==> config.mk <==
export PLATFORM = sky130hd
export DESIGN_NAME = mux_arbiter4
export DESIGN_NICKNAME = d
export VERILOG_FILES = /design/src/rtl/mux_arbiter4_pkg.sv /design/src/rtl/mux_arbiter4_rr_pick4.sv /design/src/rtl/mux_arbiter4.sv
export SDC_FILE = /design/constraint.sdc
export NUM_CORES = 1
export LEC_CHECK = 0
export CORE_MARGIN = 4
export CORE_UTILIZATION = 56
export DETAILED_ROUTE_END_ITERATION = 7
export PLACE_DENSITY = 0.84
export SYNTH_ARGS = -nofsm -noshare
export SYNTH_HDL_FRONTEND = slang
export SYNTH_SLANG_ARGS = --single-unit
==> constraint.sdc <==
create_clock -name clk -period 8.3 [get_ports clk]
set_input_delay 1.66 -clock clk [delete_from_list [all_inputs] [get_ports clk]]
set_output_delay 1.66 -clock clk [all_outputs]
set_load 0.005 [all_outputs]
==> src/rtl/mux_arbiter4_pkg.sv <==
// Shared definitions for the 4-requester round-robin mux arbiter.
// Holds the FSM encoding, requester sizing and the reset value of the rotation pointer.
package mux_arbiter4_pkg;

  localparam int N_REQ = 4;
  localparam int IDX_W = 2;

  localparam logic [0:0] ST_IDLE  = 1'b0;
  localparam logic [0:0] ST_GRANT = 1'b1;

  // Pointer starts at 3 so requester 0 is searched first after reset.
  localparam logic [IDX_W-1:0] LAST_RST = 2'd3;

  function automatic logic [N_REQ-1:0] onehot(input logic [IDX_W-1:0] i);
    logic [N_REQ-1:0] v;
    v    = '0;
    v[i] = 1'b1;
    return v;
  endfunction

endpackage

==> src/rtl/mux_arbiter4_rr_pick4.sv <==
// Combinational rotating picker: searches last+1 .. last+4 (mod 4) over the unmasked requests.
// Returns the first asserted candidate, or found=0 when none is pending.
module rr_pick4
  import mux_arbiter4_pkg::*;
(
  input  logic [N_REQ-1:0] req,
  input  logic [IDX_W-1:0] last,
  input  logic [N_REQ-1:0] mask,
  output logic             found,
  output logic [IDX_W-1:0] idx
);

  logic [N_REQ-1:0] cand;
  logic [IDX_W-1:0] c;

  always_comb begin
    cand  = req & ~mask;
    found = 1'b0;
    idx   = last;
    c     = last;
    for (int k = 1; k <= N_REQ; k++) begin
      c = last + IDX_W'(k);
      if (!found && cand[c]) begin
        found = 1'b1;
        idx   = c;
      end
    end
  end

endmodule

==> src/rtl/mux_arbiter4.sv <==
// Round-robin arbiter and sequencer driving the select and active-low enable of a 4-to-1 mux.
// Bounds each tenure to MAX_HOLD cycles under contention and hands off without a bubble.
//
//   state    | meaning
//   ---------+-----------------------------------------------------------
//   ST_IDLE  | no owner; grant=0, enable=1, signal keeps its last value
//   ST_GRANT | owner = last_q drives the mux; hold counter tracks tenure
module mux_arbiter4
  import mux_arbiter4_pkg::*;
#(
  parameter int MAX_HOLD = 8,
  parameter int CNT_W    = 8
) (
  input  logic             clk,
  input  logic             reset,
  input  logic [N_REQ-1:0] req,
  output logic [N_REQ-1:0] grant,
  output logic [IDX_W-1:0] signal,
  output logic             enable,
  output logic             busy,
  output logic [CNT_W-1:0] holdCnt
);

  localparam logic [CNT_W-1:0] HOLD_LIM = CNT_W'(MAX_HOLD - 1);

  logic [0:0]       state_q, state_d;
  logic [IDX_W-1:0] last_q, last_d;
  logic [CNT_W-1:0] hold_cnt_q, hold_cnt_d;
  logic [N_REQ-1:0] grant_q, grant_d;
  logic [IDX_W-1:0] signal_q, signal_d;
  logic             enable_q, enable_d;

  logic [N_REQ-1:0] pick_mask;
  logic             pick_found;
  logic [IDX_W-1:0] pick_idx;

  // While granted, the owner is excluded so handoff/preempt always names someone else.
  assign pick_mask = (state_q == ST_GRANT) ? onehot(last_q) : '0;

  rr_pick4 u_pick (
    .req   (req),
    .last  (last_q),
    .mask  (pick_mask),
    .found (pick_found),
    .idx   (pick_idx)
  );

  always_comb begin
    state_d    = state_q;
    last_d     = last_q;
    hold_cnt_d = hold_cnt_q;
    grant_d    = grant_q;
    signal_d   = signal_q;
    enable_d   = enable_q;

    unique case (state_q)
      ST_IDLE: begin
        if (pick_found) begin
          state_d    = ST_GRANT;
          last_d     = pick_idx;
          hold_cnt_d = '0;
          grant_d    = onehot(pick_idx);
          signal_d   = pick_idx;
          enable_d   = 1'b0;
        end
      end
      ST_GRANT: begin
        if (!req[last_q] || (hold_cnt_q == HOLD_LIM)) begin
          if (pick_found) begin
            last_d     = pick_idx;
            hold_cnt_d = '0;
            grant_d    = onehot(pick_idx);
            signal_d   = pick_idx;
            enable_d   = 1'b0;
          end else if (!req[last_q]) begin
            state_d    = ST_IDLE;
            hold_cnt_d = '0;
            grant_d    = '0;
            enable_d   = 1'b1;
          end
          // else: uncontested at the limit, owner keeps the line and the count saturates
        end else begin
          hold_cnt_d = hold_cnt_q + 1'b1;
        end
      end
      default: begin
        state_d  = ST_IDLE;
        grant_d  = '0;
        enable_d = 1'b1;
      end
    endcase
  end

  always_ff @(posedge clk) begin
    if (reset) begin
      state_q    <= ST_IDLE;
      last_q     <= LAST_RST;
      hold_cnt_q <= '0;
      grant_q    <= '0;
      signal_q   <= '0;
      enable_q   <= 1'b1;
    end else begin
      state_q    <= state_d;
      last_q     <= last_d;
      hold_cnt_q <= hold_cnt_d;
      grant_q    <= grant_d;
      signal_q   <= signal_d;
      enable_q   <= enable_d;
    end
  end

  assign grant   = grant_q;
  assign signal  = signal_q;
  assign enable  = enable_q;
  assign busy    = (state_q == ST_GRANT);
  assign holdCnt = hold_cnt_q;

endmodule

Yosys cells after proc, flatten, opt, wreduce, memory -nomap -nowiden

Cells that the tools add are included.
Widths: inputs -> output; s select.

Flip-flop bits (word level): 18
Input port bits: 6
Output and inout bits: 16
Word-level logic and storage cells: 86

Add/subtract/negate cells: 4
$lt $le $gt $ge: 7
Equality and inequality tests: 5
Mux-type cells: 49
Bitwise operators: 3
Reduce and logical (&&, ||, !) cells: 12

Operators with widths:

| operator            | number |
|---|---|
| $mux 8              | 4 |
| $mux 4              | 5 |
| $mux 1              | 19 |
| $mux 2              | 8 |
| $pmux 8 s2          | 1 |
| $lt 2x3->1 const B  | 5 |
| $bmux 1 s2          | 5 |
| $add 8x1->8 const B | 1 |
| $eq 8x3->1 const B  | 1 |
| $pmux 2 s2          | 2 |
| $pmux 4 s2          | 1 |
| $logic_and 1x1->1   | 5 |
| $add 2x2->2 const B | 2 |
| $and 4x4->4         | 1 |
| $demux 1 s2         | 2 |
| $ge 2x1->1 const B  | 2 |
| $logic_not 1->1     | 4 |
| $ne 4x4->1 const B  | 1 |
| $not 4->4           | 1 |
| $pmux 1 s2          | 2 |
| $ne 3x3->1 const B  | 1 |
| $reduce_and 3->1    | 1 |
| $add 2x1->2 const B | 1 |
| $ne 2x1->1 const B  | 1 |
| 4 further kinds     | 4 |

Logic depth before layout (Yosys ltp)

Word-level depth: 26
Depth in mapped cells: 10
Mapped depth without buffers: 7

By module

From an unflattened synthesis, not the netlist that was laid out.

Cells, all modules: 128
Area total of the unflattened synthesis: 1101.1 sq um

By module, submodules not included:

| module       | times used | cells each | area an instance (sq um) | seq. area each (sq um) |
|---|---|---|---|---|
| mux_arbiter4 | 1          | 111        | 983.4                    | 360.3 |
| rr_pick4     | 1          | 17         | 117.6                    | 0.0 |

Worst setup path after synthesis

OpenSTA, ideal clock, no wires.

Path type: input to register
From: input port req[3]
To: register hold_cnt_q[7], in the netlist holdCnt[7]
Library setup time: 0.080 ns
Arrival time: 3.198 ns
Data required time: 8.220 ns
Slack: 5.022 ns
Stages on the path: 5
Buffers on the path: 0
Path through: mux4_2 -> a31oi_4 -> nor3_4 -> or4_4 -> a211oi_2

Cells in the longest elaborated chain, start to end: 16
Elaborated cells on any way between the ends: 29
Classes of those cells: 2 x eq/ne; 17 x mux; 1 x bitwise; 9 x reduce/logical

RTL lines:

| item                         | line                        | RTL |
|---|---|---|
| start, declared              | mux_arbiter4.sv:16          | `input logic [N_REQ-1:0] req,` |
| $and 4x4->4                  | mux_arbiter4_rr_pick4.sv:17 | `cand = req & ~mask;` |
| $bmux 1 s2                   | mux_arbiter4_rr_pick4.sv:23 | `if (!found && cand[c]) begin` |
| $mux 1 (not written as such) | mux_arbiter4_rr_pick4.sv:23 |  |
| $mux 1                       | mux_arbiter4_rr_pick4.sv:23 |  |
| $logic_not 1->1              | mux_arbiter4_rr_pick4.sv:23 |  |
| $logic_and 1x1->1            | mux_arbiter4_rr_pick4.sv:23 |  |
| $mux 1                       | mux_arbiter4_rr_pick4.sv:23 |  |
| $logic_not 1->1              | mux_arbiter4_rr_pick4.sv:23 |  |
| $logic_and 1x1->1            | mux_arbiter4_rr_pick4.sv:23 |  |
| $mux 1                       | mux_arbiter4_rr_pick4.sv:23 |  |
| $logic_not 1->1              | mux_arbiter4_rr_pick4.sv:23 |  |
| $logic_and 1x1->1            | mux_arbiter4_rr_pick4.sv:23 |  |
| $mux 1                       | mux_arbiter4_rr_pick4.sv:23 |  |
| $mux 8                       | mux_arbiter4.sv:69          | `if (pick_found) begin` |
| $mux 8                       | mux_arbiter4.sv:68          | `if (!req[last_q] \|\| (hold_cnt_q == HOLD_LIM)) begin` |
| $pmux 8 s2                   | mux_arbiter4.sv:56          | `unique case (state_q)` |
| end signal, assigned         | mux_arbiter4.sv:105         | `hold_cnt_q <= hold_cnt_d;` |
| end, declared                | mux_arbiter4.sv:28          | `logic [CNT_W-1:0] hold_cnt_q, hold_cnt_d;` |

Parallel ways exist; a longest one is shown, timed or not. The select of a mux whose other input is x is not followed.
A chain may end at the register's enable or synchronous reset.

Worst setup path after layout

From: input port req[0]
To: register grant_q[1], in the netlist grant[1]

Cells in the longest elaborated chain, start to end: 20
Elaborated cells on any way between the ends: 40
Classes of those cells: 2 x order compare; 3 x eq/ne; 24 x mux; 1 x bitwise; 10 x reduce/logical

RTL lines:

| item                                                           | line                        | RTL |
|---|---|---|
| $and 4x4->4                                                    | mux_arbiter4_rr_pick4.sv:17 |  |
| $bmux 1 s2                                                     | mux_arbiter4_rr_pick4.sv:23 |  |
| $mux 1 (not written as such)                                   | mux_arbiter4_rr_pick4.sv:23 |  |
| $mux 1                                                         | mux_arbiter4_rr_pick4.sv:23 |  |
| $logic_not 1->1                                                | mux_arbiter4_rr_pick4.sv:23 |  |
| $logic_and 1x1->1                                              | mux_arbiter4_rr_pick4.sv:23 |  |
| $mux 1                                                         | mux_arbiter4_rr_pick4.sv:23 |  |
| $logic_not 1->1                                                | mux_arbiter4_rr_pick4.sv:23 |  |
| [... 4 more ...]                                               | n/a                         |  |
| $mux 2                                                         | mux_arbiter4_rr_pick4.sv:23 |  |
| $lt 2x3->1 (not written as such) or $ge 2x1->1 (tied branches) | mux_arbiter4_pkg.sv:17      | `v[i] = 1'b1;` |
| $logic_and 1x1->1 (not written as such)                        | mux_arbiter4_pkg.sv:17      |  |
| $mux 1 (not written as such)                                   | mux_arbiter4_pkg.sv:17      |  |
| $demux 1 s2                                                    | mux_arbiter4_pkg.sv:17      |  |
| $mux 4                                                         | mux_arbiter4.sv:69          |  |
| $mux 4                                                         | mux_arbiter4.sv:68          |  |
| $pmux 4 s2                                                     | mux_arbiter4.sv:56          |  |
| end signal, assigned                                           | mux_arbiter4.sv:106         | `grant_q <= grant_d;` |
| end, declared                                                  | mux_arbiter4.sv:29          | `logic [N_REQ-1:0] grant_q, grant_d;` |

Parallel ways exist; a longest one is shown, timed or not. The select of a mux whose other input is x is not followed.

==> out/results.txt <==
Pwr per Cell Area: 267 mW/mm^2
internal power: 0.232 mW
DR vias/cell: 6.28
Yosys warning count: 0
Slew @ Worst Pin: 1110 ps
Placer Congestion: 0.850
crit start category: input port
post-place setup slack: 4060 ps
Post-synth EDFFs: 0
final critical-path share of the clock period: 48.3%
area of the core: 0.00202 sq mm
clock sinks: 18
Pins Over Slew Limit: 0
Pleak: 0.554 nW
max-cap viol count: 0
Critical Path Max Stage Delay: 830 ps
GRT overflow: 0
CTS Hold Bufs: 0
status: finished clean
Area Overhead vs Synth: 19.1%
post-route setup TNS: 0 ps
WP data required: 8440 ps
hold slack: 490 ps
row count: 16
PortBufs: 21
Wirelength per Cell: 16.0 um
fraction of registers with async set/reset: 0%
Area contributors post-synth: dfxtp_1 29%, ha_1 5.1%, mux2i_1 4.9%, nor3_1 4.4%, xor2_1 3.5%
unrepaired setup endpoints after global routing: no
CP delay by family, top: compound AO/OA/AOI/OAI gates
cts bufs inserted: 3
synthesized area: 0.00124 sq mm
All-Layer GR Usage: 22.9%
syn nets: 150
Die Ht: 55.0 um
Peak VDD IR: 216 uV
Mapped Cells: 139
Setup violations, final: 0
Pre-antenna DRT Iters: 4
sequential area share after synthesis: 29.1%
initial core utilization: 61.2%
r2r setup slk: 5070 ps
slowest CP cell: a32oi_1
crit path kind: in2reg
Vias: 1,150
Finished Layout Cells: 183
# diodes: 0
ratio of cells with drive above 1 in the final layout: 10.3%
Net Sw Power: 0.162 mW
fin nets: 168
placed insts: 179
residual DRC count: 0
worst setup margin: 4290 ps
Hold Fails Final Rpt: 0
fillcell total: 152
clock group share of total power: 13.5%
Slew HR: 25.8%
Arr. time, crit path: 4150 ps
latest clock arrival within the worst-skew pair: 290 ps
Worst-path clk slew: 100 ps
Unique masters post-synth: 51
first-pass GRT wire length: 5060 um
f_max: 249 MHz
Die Wd: 55.0 um
Sw Share: 41.1%
H-Tree Level Count: 1
antenna violations before repair: 0
Ports: 22
TritonCTS clock tree: built
Setup Fix Bufs, Post-CTS: 0
pin count of the biggest net entering global routing: 21
CTS Buffer Depth: 2
Crit Path Max Fanout: 12
die area: 0.00303 sq mm
Worst Hold Class: reg2reg
Worst Skew: 2.43 ps
cell taking the most area after synthesis: dfxtp_1
Pwr Total: 0.393 mW
Flop pwr share: 33.7%
synthesized area per cell: 8.90 sq um
root buf cell: clkbuf_4
Routed WL: 2930 um
CTS resizes: 0
Final Critical Period: 4010 ps
crit-path cells: clkdlybuf4s50_1 > a21boi_0 > nor2_1 > a21o_1 > a32oi_1 > o32ai_1
Comb power frac: 52.8%
synthesized flop and latch total: 18
1st-iter DRT viols: 24
Buf/Inv on CP: 1
Synth top area share: 29.1%
CP endpoint kind: register
Primary FF master, synth: dfxtp_1
Final HPWL DP: 2240 um
antenna-violating nets left: 0
vias in the first global route: 1,067
[cells by family (layout without fill, tap and decap cells)]
group	Yosys count	count (layout)	share of synthesized area, %
buf+inv	19	36	6.88
mux	8	8	7.58
fa+ha+maj	5	5	5.06
simple gates	42	42	19.2
flops	18	18	29.1
xor+xnor	5	5	3.54
compound gates	42	42	28.6
[worst register-to-register path, cell delays in order (launching register included)]
cell	delay, ps
dfxtp_1	720
inv_1	160
ha_1	240
a21boi_0	520
nor2_1	230
a21o_1	230
a32oi_1	830
o32ai_1	170
[layer usage]
| metal | track usage (%) | share of wire (%) | vias to the layer above |
|---|---|---|---|
| li1 | - | - | 567 |
| met1 | 29.0 | 44 | 556 |
| met2 | 40.0 | 52 | 25 |
| met3 | 5.09 | 3.4 | 2 |
| met4 | 4.45 | 0.24 | 0 |
| met5 | 0 | 0 | - |
[power by group through the flow]
stage	clock, mW	combinational [mW]	sequential, mW
6_report	0.0530	0.208	0.132
5_1_grt	0.0589	0.232	0.137
4_1_cts	0.0543	0.208	0.132
3_5_place_dp	0	0.206	0.134
3_3_place_gp	0	0.198	0.132
2_1_floorplan	0	0.162	0.120
[layout make-up]
cell class                      instances  area, sq um  area share [%]
Sequential cell                        18          360            24.4
Tap cell                               27         33.8            2.29
Timing Repair Buffer                   21          210            14.3
Multi-Input combinational cell        102          792            53.7
Inverter                               11         41.3            2.80
Clock buffer                            4         36.3            2.46
[synth_stat cells, drive strengths merged, types with 2 or more instances]
| cell | count |
|---|---|
| dfxtp | 18 |
| nor3 | 12 |
| inv | 11 |
| nand2 | 8 |
| mux2i | 6 |
| ha | 5 |
| nand2b | 5 |
| xor2 | 5 |
| a21boi | 4 |
| buf | 4 |
| clkbuf | 4 |
| nor2 | 4 |
| o32ai | 4 |
| a22o | 3 |
| nand4 | 3 |
| o21ai | 3 |
| o22ai | 3 |
| o311ai | 3 |
| o31ai | 3 |
| a211oi | 2 |
| a221oi | 2 |
| a31oi | 2 |
| and2 | 2 |
| o221ai | 2 |
| or2 | 2 |
[registers in the layout, summed over array words and instances, names as in the netlist]
signal	flops
last_q	2
enable	1
holdCnt	8
grant	4
busy	1
signal	2
[final timing paths]
check,startpoint,endpoint,cells past startpoint
hold / removal,grant[2],grant[2],2
setup / recovery,req[0],grant[1],6
setup reg to reg,last_q[0],grant[1],7
hold reg to reg,grant[2],grant[2],2
[placed cells by master (no fill, tap or decap), drive strengths merged, types with 5 or more instances in the layout]
| cell type | n |
|---|---|
| clkdlybuf4s50 | 21 |
| dfxtp | 18 |
| nor3 | 12 |
| inv | 11 |
| nand2 | 8 |
| mux2i | 6 |
| nand2b | 5 |
| xor2 | 5 |
| ha | 5 |
[per-stage QoR]
| step | utilization (%) | area, sq um |
|---|---|---|
| 2_1_floorplan | - | 1240 |
| 5_1_grt | 72.9 | 1470 |
| 4_1_cts | 72.9 | 1470 |
| 3_5_place_dp | 71.1 | 1440 |
| 6_report | 72.9 | 1470 |
| 3_3_place_gp | 71.1 | 1440 |
No activity file was read; power rests on OpenSTA's default activity.
